## config.mk

```make
export PLATFORM = sky130hd
export DESIGN_NAME = pfb_input_stream_tx
export DESIGN_NICKNAME = d
export VERILOG_FILES = /design/src/rtl/pfb_input_stream_tx.sv
export SDC_FILE = /design/constraint.sdc
export NUM_CORES = 1
export LEC_CHECK = 0
export ABC_AREA = 1
export BUFFER_PORTS_ARGS = -buffer_cell sky130_fd_sc_hd__buf_2
export CAP_MARGIN = 10
export CORE_AREA = 2 2 229 231
export CTS_CLUSTER_SIZE = 8
export DETAILED_ROUTE_END_ITERATION = 8
export DIE_AREA = 0 0 231 233
export PLACE_DENSITY = 0.46
export SLEW_MARGIN = 20
export SYNTH_ARGS = -nofsm -noshare
export SYNTH_HDL_FRONTEND = slang
export SYNTH_SLANG_ARGS = --single-unit
```

## constraint.sdc

```tcl
create_clock -name clock -period 2.1 [get_ports clock]
set_clock_uncertainty 0.1 [all_clocks]
set_input_delay 0.525 -clock clock [delete_from_list [all_inputs] [get_ports clock]]
set_output_delay 0.525 -clock clock [all_outputs]
set_load 0.02 [all_outputs]
```

## src/rtl/pfb_input_stream_tx.sv

```systemverilog
// rtl/pfb_input_stream_tx.sv - lockstep fan-out of one wide sample word onto NCHAN AXIS channels
`timescale 1ns/1ps
module pfb_input_stream_tx #(
    parameter int DATA_W      = 32,
    parameter int NCHAN       = 8,
    parameter int FRAME_LEN   = 1024,
    parameter int STALL_LIMIT = 4096
) (
    input  logic                    clock,
    input  logic                    reset_n,
    input  logic                    enable,
    input  logic                    frame_restart,
    input  logic                    clear_timeout,
    input  logic                    s_valid,
    output logic                    s_ready,
    input  logic [NCHAN*DATA_W-1:0] s_data,
    output logic [NCHAN-1:0]        m_tvalid,
    input  logic [NCHAN-1:0]        m_tready,
    output logic [NCHAN*DATA_W-1:0] m_tdata,
    output logic [NCHAN-1:0]        m_tlast,
    output logic [NCHAN-1:0]        axis_block,
    output logic [31:0]             frame_count,
    output logic                    timeout
);

    localparam int BEAT_W  = $clog2(FRAME_LEN);
    localparam int STALL_W = $clog2(STALL_LIMIT + 1);
    localparam logic [BEAT_W-1:0]  LAST_BEAT = BEAT_W'(FRAME_LEN - 1);
    localparam logic [STALL_W-1:0] STALL_MAX = STALL_W'(STALL_LIMIT);

    logic [NCHAN-1:0]        pending;
    logic [NCHAN*DATA_W-1:0] data_q;
    logic                    last_q;
    logic [BEAT_W-1:0]       beat;
    logic [BEAT_W-1:0]       cur_beat;
    logic                    frame_inc;
    logic [STALL_W-1:0]      stall_cnt;
    logic [NCHAN-1:0]        blocked;
    logic [NCHAN-1:0]        handshake;
    logic                    accept;
    logic                    stalled;

    // Channels still holding the word and not taking it this cycle gate acceptance.
    assign blocked   = pending & ~m_tready;
    assign handshake = pending & m_tready;
    assign s_ready   = reset_n & enable & (blocked == '0);
    assign accept    = s_valid & s_ready;
    assign cur_beat  = frame_restart ? '0 : beat;
    assign stalled   = (pending != '0) & (handshake == '0);

    assign m_tvalid = pending;
    assign m_tdata  = data_q;
    assign m_tlast  = {NCHAN{last_q}};

    // Holding register, per-channel pending mask and beat position within the frame.
    always_ff @(posedge clock or negedge reset_n) begin
        if (!reset_n) begin
            pending <= '0;
            data_q  <= '0;
            last_q  <= 1'b0;
            beat    <= '0;
        end else if (accept) begin
            pending <= '1;
            data_q  <= s_data;
            last_q  <= (cur_beat == LAST_BEAT);
            beat    <= cur_beat + BEAT_W'(1);
        end else begin
            pending <= pending & ~m_tready;
            if (frame_restart) begin
                beat <= '0;
            end
        end
    end

    // Frame counter advances the cycle after a frame-closing word is accepted.
    always_ff @(posedge clock or negedge reset_n) begin
        if (!reset_n) begin
            frame_inc   <= 1'b0;
            frame_count <= '0;
        end else begin
            frame_inc <= accept & (cur_beat == LAST_BEAT);
            if (frame_inc) begin
                frame_count <= frame_count + 32'd1;
            end
        end
    end

    // Stall watchdog: saturating run length of no-progress cycles, sticky timeout where set beats clear.
    always_ff @(posedge clock or negedge reset_n) begin
        if (!reset_n) begin
            stall_cnt <= '0;
            timeout   <= 1'b0;
        end else begin
            if (!stalled) begin
                stall_cnt <= '0;
            end else if (stall_cnt != STALL_MAX) begin
                stall_cnt <= stall_cnt + STALL_W'(1);
            end
            timeout <= (stall_cnt == STALL_MAX) | (timeout & ~clear_timeout);
        end
    end

    // Registered per-channel back-pressure flags for producer-side deadlock diagnosis.
    always_ff @(posedge clock or negedge reset_n) begin
        if (!reset_n) begin
            axis_block <= '0;
        end else begin
            axis_block <= blocked;
        end
    end

endmodule

```

---- Yosys cells after proc, flatten, opt, wreduce, memory -nomap -nowiden ----
Cells that the tools add are included.
storage, ports and cells
  register bits ........................... 330
  output and inout bits ................... 314
  bits of input ports ..................... 270
cells by class
  $add $sub $neg .......................... 3
  muxes and demuxes ....................... 5
  equal/unequal tests ..................... 4
  bitwise gates (word level) .............. 11
  reduce and logical (&&, ||, !) cells .... 3
operators with widths
  operator                 number
  $add A32 B1 Y32 const B  1
  $mux W13                 2
  $mux W10                 2
  $and A8 B8 Y8            2
  $logic_not A8 Y1         2
  $add A13 B1 Y13 const B  1
  $eq A13 B13 Y1 const B   1
  $ne A13 B13 Y1 const B   1
  $add A10 B1 Y10 const B  1
  $eq A10 B10 Y1 const B   1
  $mux W8                  1
  $not A8 Y8               1
  $reduce_bool A8 Y1       1
  $and A1 B1 Y1            6
  $ne A2 B1 Y1 const B     1
  $not A1 Y1               1
  $or A1 B1 Y1             1

---- Longest topological paths before layout ----
Gate-level depths: netlist of the first run.
  word-level depth ........................ 6
  depth in mapped cells ................... 11
  mapped depth without buffers ............ 9

---- Least setup slack after synthesis of the first run ----
Ideal clock, no wire load.
  path type ............................... input to register
  start point ............................. input port frame_restart
  end point ............................... register beat[8]
  library setup time ...................... 117 ps
  data required time ...................... 1883 ps
  stages on the path ...................... 8
  arrival ................................. 1590 ps
  path slack .............................. 293 ps
  path buffers ............................ 0
  path through ............................ nor2_1 -> ha_1 -> nand2_1 -> nor2_1 -> nand3_1 -> xor2_1 -> nand2_1 -> nand2_1
on the way
  cells in the longest elaborated chain, start to end .. 3
RTL lines
  what                  RTL line  source
  from (decl)           12        input logic frame_restart,
  $mux W10 *            n/a
  $add A10 B1 Y10       66        beat <= cur_beat + BEAT_W'(1);
  $mux W10 *            62        end else if (accept) begin
  to (signal assigned)  66
  to (decl)             34        logic [BEAT_W-1:0] beat;
Mark *: on every way between the ends. The rest lies on a longest branch, timed or not.
A chain may end at the register's enable or synchronous reset.

---- Final worst setup path of the first run ----
  start point ............................. register pending[4], in the netlist m_tvalid[4]
  end point ............................... output port s_ready
on the way
  cells in the longest elaborated chain, start to end .. 3
RTL lines
  what                    RTL line  source
  from (decl)             31        logic [NCHAN-1:0] pending;
  from (signal assigned)  68        pending <= pending & ~m_tready;
  $and A8 B8 Y8           44        assign blocked = pending & ~m_tready;
  $logic_not A8 Y1        46        assign s_ready = reset_n & enable & (blocked == '0);
  $and A1 B1 Y1           46
  to (decl)               15        output logic s_ready,
Every way passes these cells.

==> impl_metrics.yaml, run 1 <==
logic_synthesis:
  synth.top_cells.by_count: "920 x nand2_1, 330 x dfrtp_1, 80 x inv_1"
  synth_area_leader_cell: "dfrtp_1"
  syn_nets: 1874
  yosys_warnings: 0
  yosys_most_used_dff: "dfrtp_1"
  ys_types: 22
  synth_top_area_frac: 0.6105
  yosysMostFrequentCell: "nand2_1"
  seq_area_frac_synth: 0.6105
  ys_top_cells_by_area: "dfrtp_1 61%, nand2_1 26%, inv_1 2.2%"
  netlist_instances: 1600
  async_flop_share: 1.000
  synth-seq-cells: 330
  synth_edf_count: 0
  synth_area_um2: 13530
  synth_area_per_cell_um2: 8.454
sta:
  fmax_ghz: 0.4670
  period_needed_ns: 2.141
  rsz0062_at_grt: "yes"
  worst_pin_slew_ns: 0.7459
  setup_viol: 1
  slew_headroom: 0.5027
  setup_ws_ns: -0.04149
  finalCritPeriodShare: 1.020
  hold_ws_ns: 0.05853
  hold_viol: 0
  slew_violations: 0
cells_and_area:
  syn_to_final_growth_pct: 39.99
  regArea_um2: 8259
  fill_cells: 5403
  multi_input_area_um2: 4584
  finalNetCount: 2498
  fin_area_um2: 18940
  drive_gt1_frac: 0.3203
setup_path:
  cp.arrival_ns: 1.52
  crit_chain: "nand2_2 > nand3_2 > nor2_4 > nand2_2 > inv_2 > buf_6"
  path_depth: 6
  crit_required_ns: 1.47
  cp-endpoint: "s_ready"
  cp_slowest_stage_delay_ns: 0.40
  startpoint_type: "flop"
  cp_num_buf_inv: 2
  endpoint_kind: "primary output"
  slowest_stage: "dfrtp_1"
  worstSetupPathType: "flop to primary output"
  critPathTopFamily: "flip-flops"
  r2r_start: "beat[1]"
  cp-startpoint: "m_tvalid[4]"
  reg2reg_slack_ns: 0.30
  worst_r2r_endpoint: "frame_inc"
  reg2reg_depth: 8
  cp_max_fo: 3
  cpMostUsedCell: "nand2_2"
power_and_ir_drop:
  leakage_uw: 0.01095
  powerDensity_nw_per_um2: 1246
  vdd.ir_drop.worst_uv: 749.9
global_routing:
  antenna_found_initial: 12
  track_usage: 0.1692
  grt_pass1_wl_um: 71250
  grt_max_degree: 130
  first_global_vias: 12310
  grt_overflow_total: 0
detailed_routing:
  wl_per_cell_um: 16.12
  routed_wl_um: 46960
  firstDrtPassIters: 5
  drt-initial-drc-count: 722
  vias_per_cell: 4.231
  num_vias: 12330
  drc_errors: 0
  ant_nets: 0
outcome:
  status: "complete, but fails checks"
  violations: "setup timing"
clock_network:
  cts_made_buffers: 47
  clkSlewWorstSetupHoldPaths_ns: 0.05
  cts_sinks: 330
  cts_tree: "built"
  insertion_delay_ns: 0.56
  cts_max_level: 2
  cts.path.max_buffers: 3
  cts_root_buf: "clkbuf_16"
die:
  initial_core_util: 0.2647
  rows: 83
  ioPinCount: 584
  dieArea_um2: 53820
  die_w_um: 231
  core_area_um2: 51090
  dieHeight_um: 233
worst_hold_path:
  hold_class: "input pin to flop"
  hp-start: "s_data[131]"
placement:
  gp_congestion: 0.8593
  portBuffers: 583
  dpl.hpwl_um: 34970
  placed_area_um2: 17530
flow_run:
  cap_violations: 0
[sequential cells by signal, summed over array words and instances, names as in the netlist]
name / count
last_q: 1
m_tdata: 256
frame_count: 32
axis_block: 8
timeout: 1
frame_inc: 1
beat: 10
stall_cnt: 13
m_tvalid: 8
[worst register-to-register path: stages (launching register included)]
cell     delay, ns
dfrtp_1       0.36
inv_1         0.05
nor2_1        0.12
ha_1          0.21
nand2_1       0.06
nor2_1        0.30
nand3_1       0.13
nor3_1        0.25
buf_4         0.16
[placed cells by master, fill, tap and decap left out, types with 5 or more instances in the layout]
cell type    n
a21oi_1      5
buf_12      21
buf_2      581
buf_4       40
clkbuf_16   47
dfrtp_1    329
inv_1       79
nand2_1    913
nand2_2      5
nand3_1     37
nand4_1     13
nor2_1      70
nor3_1      13
o21ai_0     14
xnor2_1     12
xor2_1      18
[per-stage QoR]
stage | total power [uW] | utilization | instances | worst slack (ns) | TNS [ns]
2_1_floorplan | 13560 | - | 1600 | 0.2935 | 0
3_3_place_gp | 16970 | 0.3430 | 2843 | -0.03907 | -1.600
3_5_place_dp | 17010 | 0.3430 | 2843 | -0.05921 | -6.357
4_1_cts | 24020 | 0.3695 | 2905 | -0.1077 | -0.1077
5_1_grt | 25110 | 0.3706 | 2912 | -0.1295 | -0.1295
6_report | 23600 | 0.3706 | 2913 | -0.04149 | -0.04149
[kinds of logic after synthesis]
group	count (synthesis)	share of synthesized area
and+or+nand+nor	1063	0.3038
DFF	330	0.6105
buffers and inverters	154	0.05559
xor gates and xnor gates	30	0.01942
AOI/OAI and AO/OA	19	0.007030
adders and majority gates	4	0.003700
[what timing repair did]
| action | 4_1_cts | 5_1_grt |
|---|---|---|
| pin swaps | 5 | 5 |
| endpoints found under the setup margin | 1 | 1 |
| hold buffers | 2 | 0 |
| resized for setup | 15 | 5 |
| endpoints found under the hold margin | 72 | 0 |
| buffers inserted | 7 | 4 |
[where the power goes]
part / internal [uW] / switching, uW
clock network: 4010 / 2690
logic: 2520 / 5040
registers: 8280 / 1050
total: 14800 / 8780
[worst min path at each step]
| stage | to | slack [ns] | cells after the start |
|---|---|---|---|
| finish | m_tdata[131] | 0.06 | 3 |
| global route | m_tdata[131] | 0.03 | 3 |
| CTS | m_tdata[170] | 0.01 | 3 |
| detailed placement | m_tdata[175] | 0.36 | 2 |
| global placement | m_tdata[93] | 0.36 | 2 |
| floorplan | axis_block[0] | 0.13 | 0 |
[routing by layer]
layer / vias to the layer above / track usage / routed length (um)
li1: 6057 / - / -
met5: - / 0 / 80
met3: 110 / 0.04706 / 3525
met1: 5708 / 0.2086 / 19170
met2: 436 / 0.2767 / 22430
met4: 14 / 0.07399 / 1760
[area by class of cell]
| class | instances | share of cell area |
|---|---|---|
| well taps | 680 | 0.04493 |
| inverters | 83 | 0.01685 |
| clock inverters | 3 | 0.001388 |
| multi-input cells | 1116 | 0.2421 |
| clock buffers | 51 | 0.06396 |
| repair buffers | 646 | 0.1941 |
| flip-flops and latches | 330 | 0.4362 |
| diodes | 4 | 0.0005286 |
(Power assumes the default switching activity.)
==> inputs of run 2 (changes only) <==
- SETUP_SLACK_MARGIN: unset -> 0.3
==> impl_metrics.yaml, run 2 (same netlist as run 1, synthesis figures left out) <==
outcome:
  status: "complete, but fails checks"
  violations: "setup timing"
setup_path:
  startpoint_type: "flop"
  endpoint_kind: "primary output"
  crit_required_ns: 1.47
  worstSetupPathType: "flop to primary output"
  cp_max_fo: 3
  cp_slowest_stage_delay_ns: 0.40
  slowest_stage: "dfrtp_1"
  cp.arrival_ns: 1.59
  crit_chain: "nand2_2 > nand3_2 > nor2_2 > nand2_2 > inv_2 > buf_6"
  cpMostUsedCell: "nand2_2"
placement:
  gp_congestion: 0.8553
  dp_slack_ns: -0.07720
  portBuffers: 583
  dpl.hpwl_um: 33470
  placed_area_um2: 17440
global_routing:
  grt_overflow_total: 0
  grt_max_degree: 143
  track_usage: 0.1883
  first_global_vias: 12810
  grt_pass1_wl_um: 77710
  antenna_found_initial: 13
sta:
  slew_headroom: 0.3917
  hold_viol: 0
  setup_ws_ns: -0.1139
  slew_violations: 0
  worst_pin_slew_ns: 0.9125
  setup_tns_ns: -3.375
  period_needed_ns: 2.214
  finalCritPeriodShare: 1.054
  fmax_ghz: 0.4517
  rsz0062_at_grt: "yes"
  setup_viol: 129
detailed_routing:
  num_vias: 12930
  ant_nets: 0
  drc_errors: 0
  drt-initial-drc-count: 684
  wl_per_cell_um: 17.77
  routed_wl_um: 53270
  vias_per_cell: 4.316
  firstDrtPassIters: 5
cells_and_area:
  fin_area_um2: 21160
  layout.cells.most_common_list: "827 x nand2_1, 576 x buf_2, 325 x dfrtp_1, 90 x nand2_2, 79 x inv_1"
  finalNetCount: 2577
  syn_to_final_growth_pct: 56.40
  largest_reg_flops: 256
  drive_gt1_frac: 0.3817
  fill_cells: 5178
  final_common_cell: "nand2_1"
clock_network:
  insertion_delay_ns: 0.57
  cts_tree: "built"
  cts_made_buffers: 47
  cts_max_level: 2
  clkSlewWorstSetupHoldPaths_ns: 0.05
  cts.path.max_buffers: 3
  cts_root_buf: "clkbuf_16"
  cts_sinks: 330
power_and_ir_drop:
  vdd.ir_drop.worst_uv: 727.3
  finalPower_uw: 24610
  powerDensity_nw_per_um2: 1163
  leakage_uw: 0.01190
die:
  ioPinCount: 584
  core_area_um2: 51090
  dieHeight_um: 233
  die_w_um: 231
  rows: 83
  initial_core_util: 0.2647
  dieArea_um2: 53820
worst_hold_path:
  hold_class: "input pin to flop"
flow_run:
  cap_violations: 0
-- run 2: metal layers --
metal / vias up / GRT usage / wire length, um
met5: - / 0 / 35
met4: 6 / 0.05847 / 1086
met3: 80 / 0.05711 / 4184
met2: 485 / 0.3013 / 25500
met1: 6107 / 0.2437 / 22460
li1: 6256 / - / -
-- run 2: what timing repair did --
action	CTS	global route
endpoints found under the setup margin	320	641
hold buffers	2	0
pin swaps	8	8
setup buffers	41	6
endpoints found under the hold margin	51	0
gates cloned	35	14
gates resized for setup	127	71
-- run 2: area by class of cell --
cell class / instances / area [um^2] / area share
sequential: 330 / 8264 / 0.3906
timing repair buffer: 725 / 5665 / 0.2678
multi-input combinational: 1116 / 4782 / 0.2260
clock buffer: 51 / 1212 / 0.05731
tap: 680 / 850.8 / 0.04022
inverter: 83 / 327.8 / 0.01550
clock inverter: 3 / 30.03 / 0.001419
antenna: 9 / 22.52 / 0.001065
-- run 2: worst paths after layout --
kind                             startpoint            to  slack (ns)  cells past startpoint
min in group asynchronous           reset_n   m_tdata[74]        0.41                      3
worst max register to register  m_tvalid[7]  m_tdata[133]       -0.07                     13
max in group asynchronous           reset_n    m_tdata[2]        0.29                      4
worst max-delay path            m_tvalid[7]       s_ready       -0.11                      6
worst min-delay path             s_data[45]   m_tdata[45]        0.04                      3
worst min register to register  m_tdata[92]   m_tdata[92]        0.37                      2
-- run 2: metrics by stage --
step	hold WS [ns]	cells	utilization
after detailed placement	0.3601	2836	0.3413
after global placement	0.3561	2836	0.3413
after floorplan	0.1294	1600	-
final	0.04320	2997	0.4140
after CTS	0.01263	2968	0.4029
after global routing	0.02684	2997	0.4140
-- run 2: critical path, delay by kind of cell (launching register included) --
family	cells	cell delay, ns
flops	1	0.40
simple gates	4	0.45
buf+inv	2	0.17
-- run 2: power breakdown --
part           total, uW  switching [uW]  internal, uW
clock network       6810            2790          4020
logic               8340            5260          3080
registers           9460            1180          8290
==> inputs of run 3 (changes only) <==
- PLACE_DENSITY: 0.46 -> 0.5
- RECOVER_POWER: unset -> 100
- clock period: 2.1 -> 1.81 ns (I/O delays scaled with it)
==> impl_metrics.yaml, run 3 (same netlist as run 1, synthesis figures left out) <==
outcome:
  status: "complete, but fails checks"
  violations: "setup timing"
cells_and_area:
  layout.cells.most_common_list: "880 x nand2_1, 562 x buf_2, 310 x dfrtp_1, 243 x dlygate4sd3_1, 79 x inv_1"
  largest_reg_flops: 256
  fill_cells: 4889
  final_common_cell: "nand2_1"
  fin_util: 0.4616
  syn_to_final_growth_pct: 74.34
  fin_area_um2: 23580
  finalNetCount: 2854
  drive_gt1_frac: 0.3422
  stdcell_count: 3270
sta:
  setup_tns_ns: -26.58
  worst_pin_slew_ns: 1.393
  fmax_ghz: 0.4506
  rsz0062_at_grt: "yes"
  setup_ws_ns: -0.4093
  period_needed_ns: 2.219
  slew_violations: 0
  finalCritPeriodShare: 1.226
  setup_viol: 292
  hold_viol: 0
  slew_headroom: 0.07164
power_and_ir_drop:
  vdd.ir_drop.worst_uv: 857.9
  p_seq_frac: 0.378
  pwr-share-comb: 0.346
  leakage_uw: 0.01298
  power_switching_share: 0.3708
  intPower_uw: 18170
  p_switching_uw: 10710
  powerDensity_nw_per_um2: 1224
  clock_power_share: 0.276
setup_path:
  worstSetupPathType: "flop to flop"
  cpMostUsedCell: "buf_4"
  critPathTopFamily: "buffers and inverters"
  crit_required_ns: 2.21
  cp.arrival_ns: 2.62
  endpoint_kind: "flop"
  startpoint_type: "flop"
  cp_num_buf_inv: 14
  crit_chain: "inv_2 > nor2_4 > inv_2 > buf_4 > buf_4 > buf_4 > buf_4 > buf_4 > buf_4 > buf_4 > buf_4 > buf_4 > buf_4 > buf_4 > buf_4 > nand2_1"
  slowest_stage: "dfrtp_2"
  cp-startpoint: "m_tvalid[0]"
  r2r_start: "m_tvalid[0]"
  cp_max_fo: 2
  cp_slowest_stage_delay_ns: 0.36
detailed_routing:
  vias_per_cell: 4.344
  num_vias: 14200
  firstDrtPassIters: 5
  wl_per_cell_um: 17.04
  ant_nets: 0
  routed_wl_um: 55720
  drc_errors: 0
  drt-initial-drc-count: 731
placement:
  portBuffers: 583
  dp.cells: 2868
  gp_congestion: 0.8431
  dpl.hpwl_um: 34190
  placed_area_um2: 17780
clock_network:
  clkSlewWorstSetupHoldPaths_ns: 0.05
  cts.path.max_buffers: 3
  insertion_delay_ns: 0.56
  cts_root_buf: "clkbuf_16"
  cts_tree: "built"
  cts_sinks: 330
  cts_max_level: 2
  cts_made_buffers: 47
global_routing:
  grt_overflow_total: 0
  grt_max_degree: 143
  first_global_vias: 14230
  track_usage: 0.1792
  grt_pass1_wl_um: 76220
  antenna_found_initial: 3
die:
  dieHeight_um: 233
  ioPinCount: 584
  die_w_um: 231
  initial_core_util: 0.2647
  rows: 83
  core_area_um2: 51090
  dieArea_um2: 53820
flow_run:
  cap_violations: 0
worst_hold_path:
  hold_class: "input pin to flop"
  hp-start: "s_data[65]"
==> run 3: cell count changes in the layout (fill, tap and decap cells not counted), sizes merged <==
cell,before,now
clkbuf,63,93
inv,84,83
diode,9,1
bufbuf,4,1
clkinv,2,4
dlygate4sd3,2,243
buf,707,719
==> run 3: layout make-up <==
class / instances / area [um^2] / area share
antenna: 1 / 2.502 / 0.0001061
clock buffer: 56 / 1251 / 0.05306
clock inverter: 2 / 25.02 / 0.001061
inverter: 83 / 337.8 / 0.01433
multi-input combinational: 1116 / 4728 / 0.2005
sequential: 330 / 8283 / 0.3512
tap: 680 / 850.8 / 0.03608
timing repair buffer: 1000 / 8071 / 0.3423
timing repair inverter: 2 / 32.53 / 0.001379
==> run 3: metal layers <==
| metal | global-route usage | routed length, um | vias to the layer above |
|---|---|---|---|
| met5 | 0 | 25 | - |
| met4 | 0.07601 | 1974 | 4 |
| met3 | 0.04841 | 3616 | 135 |
| met2 | 0.3068 | 27380 | 545 |
| met1 | 0.2115 | 22720 | 6735 |
| li1 | - | - | 6785 |
==> run 3: power groups by stage <==
stage               Combinational (uW)  Clock, uW  Sequential [uW]
floorplan                         2150          0            13600
global placement                  8820          0            10900
detailed placement                8910          0            10900
CTS                               9530       8220            10900
global route                     10800       8540            11200
finish                            9980       7980            10900
==> run 3: worst min-delay path, stage by stage <==
cell,delay [ns]
buf_2,0.09
nand2_2,0.06
nand2_1,0.05
==> run 3: worst paths after layout <==
kind | slack (ns) | endpoint | cells past startpoint
max in group asynchronous | 0 | m_tdata[87] | 5
max reg2reg | -0.41 | m_tvalid[0] | 16
max | -0.41 | m_tvalid[0] | 16
min reg2reg | 0.37 | m_tdata[246] | 2
min | 0.02 | m_tdata[65] | 3
min in group asynchronous | 0.22 | axis_block[5] | 3
==> run 3: per-stage QoR <==
| step | hold WS, ns | setup WS, ns | total power, uW |
|---|---|---|---|
| after floorplan | 0.05691 | 0.2786 | 15750 |
| after global placement | 0.3564 | -0.2276 | 19700 |
| after detailed placement | 0.3594 | -0.2684 | 19790 |
| after CTS | 0.002918 | -0.4211 | 28630 |
| after global routing | 0.0002480 | -0.4918 | 30490 |
| final | 0.02108 | -0.4093 | 28870 |
==> run 3: timing repair <==
| item | 4_1_cts | 5_1_grt |
|---|---|---|
| hold endpoints to repair | 276 | 0 |
| hold buffers | 243 | 0 |
| buffers inserted | 26 | 24 |
| gates resized for setup | 80 | 117 |
| endpoints found under the setup margin | 618 | 726 |
| pin swaps | 3 | 5 |
| gates cloned | 7 | 43 |
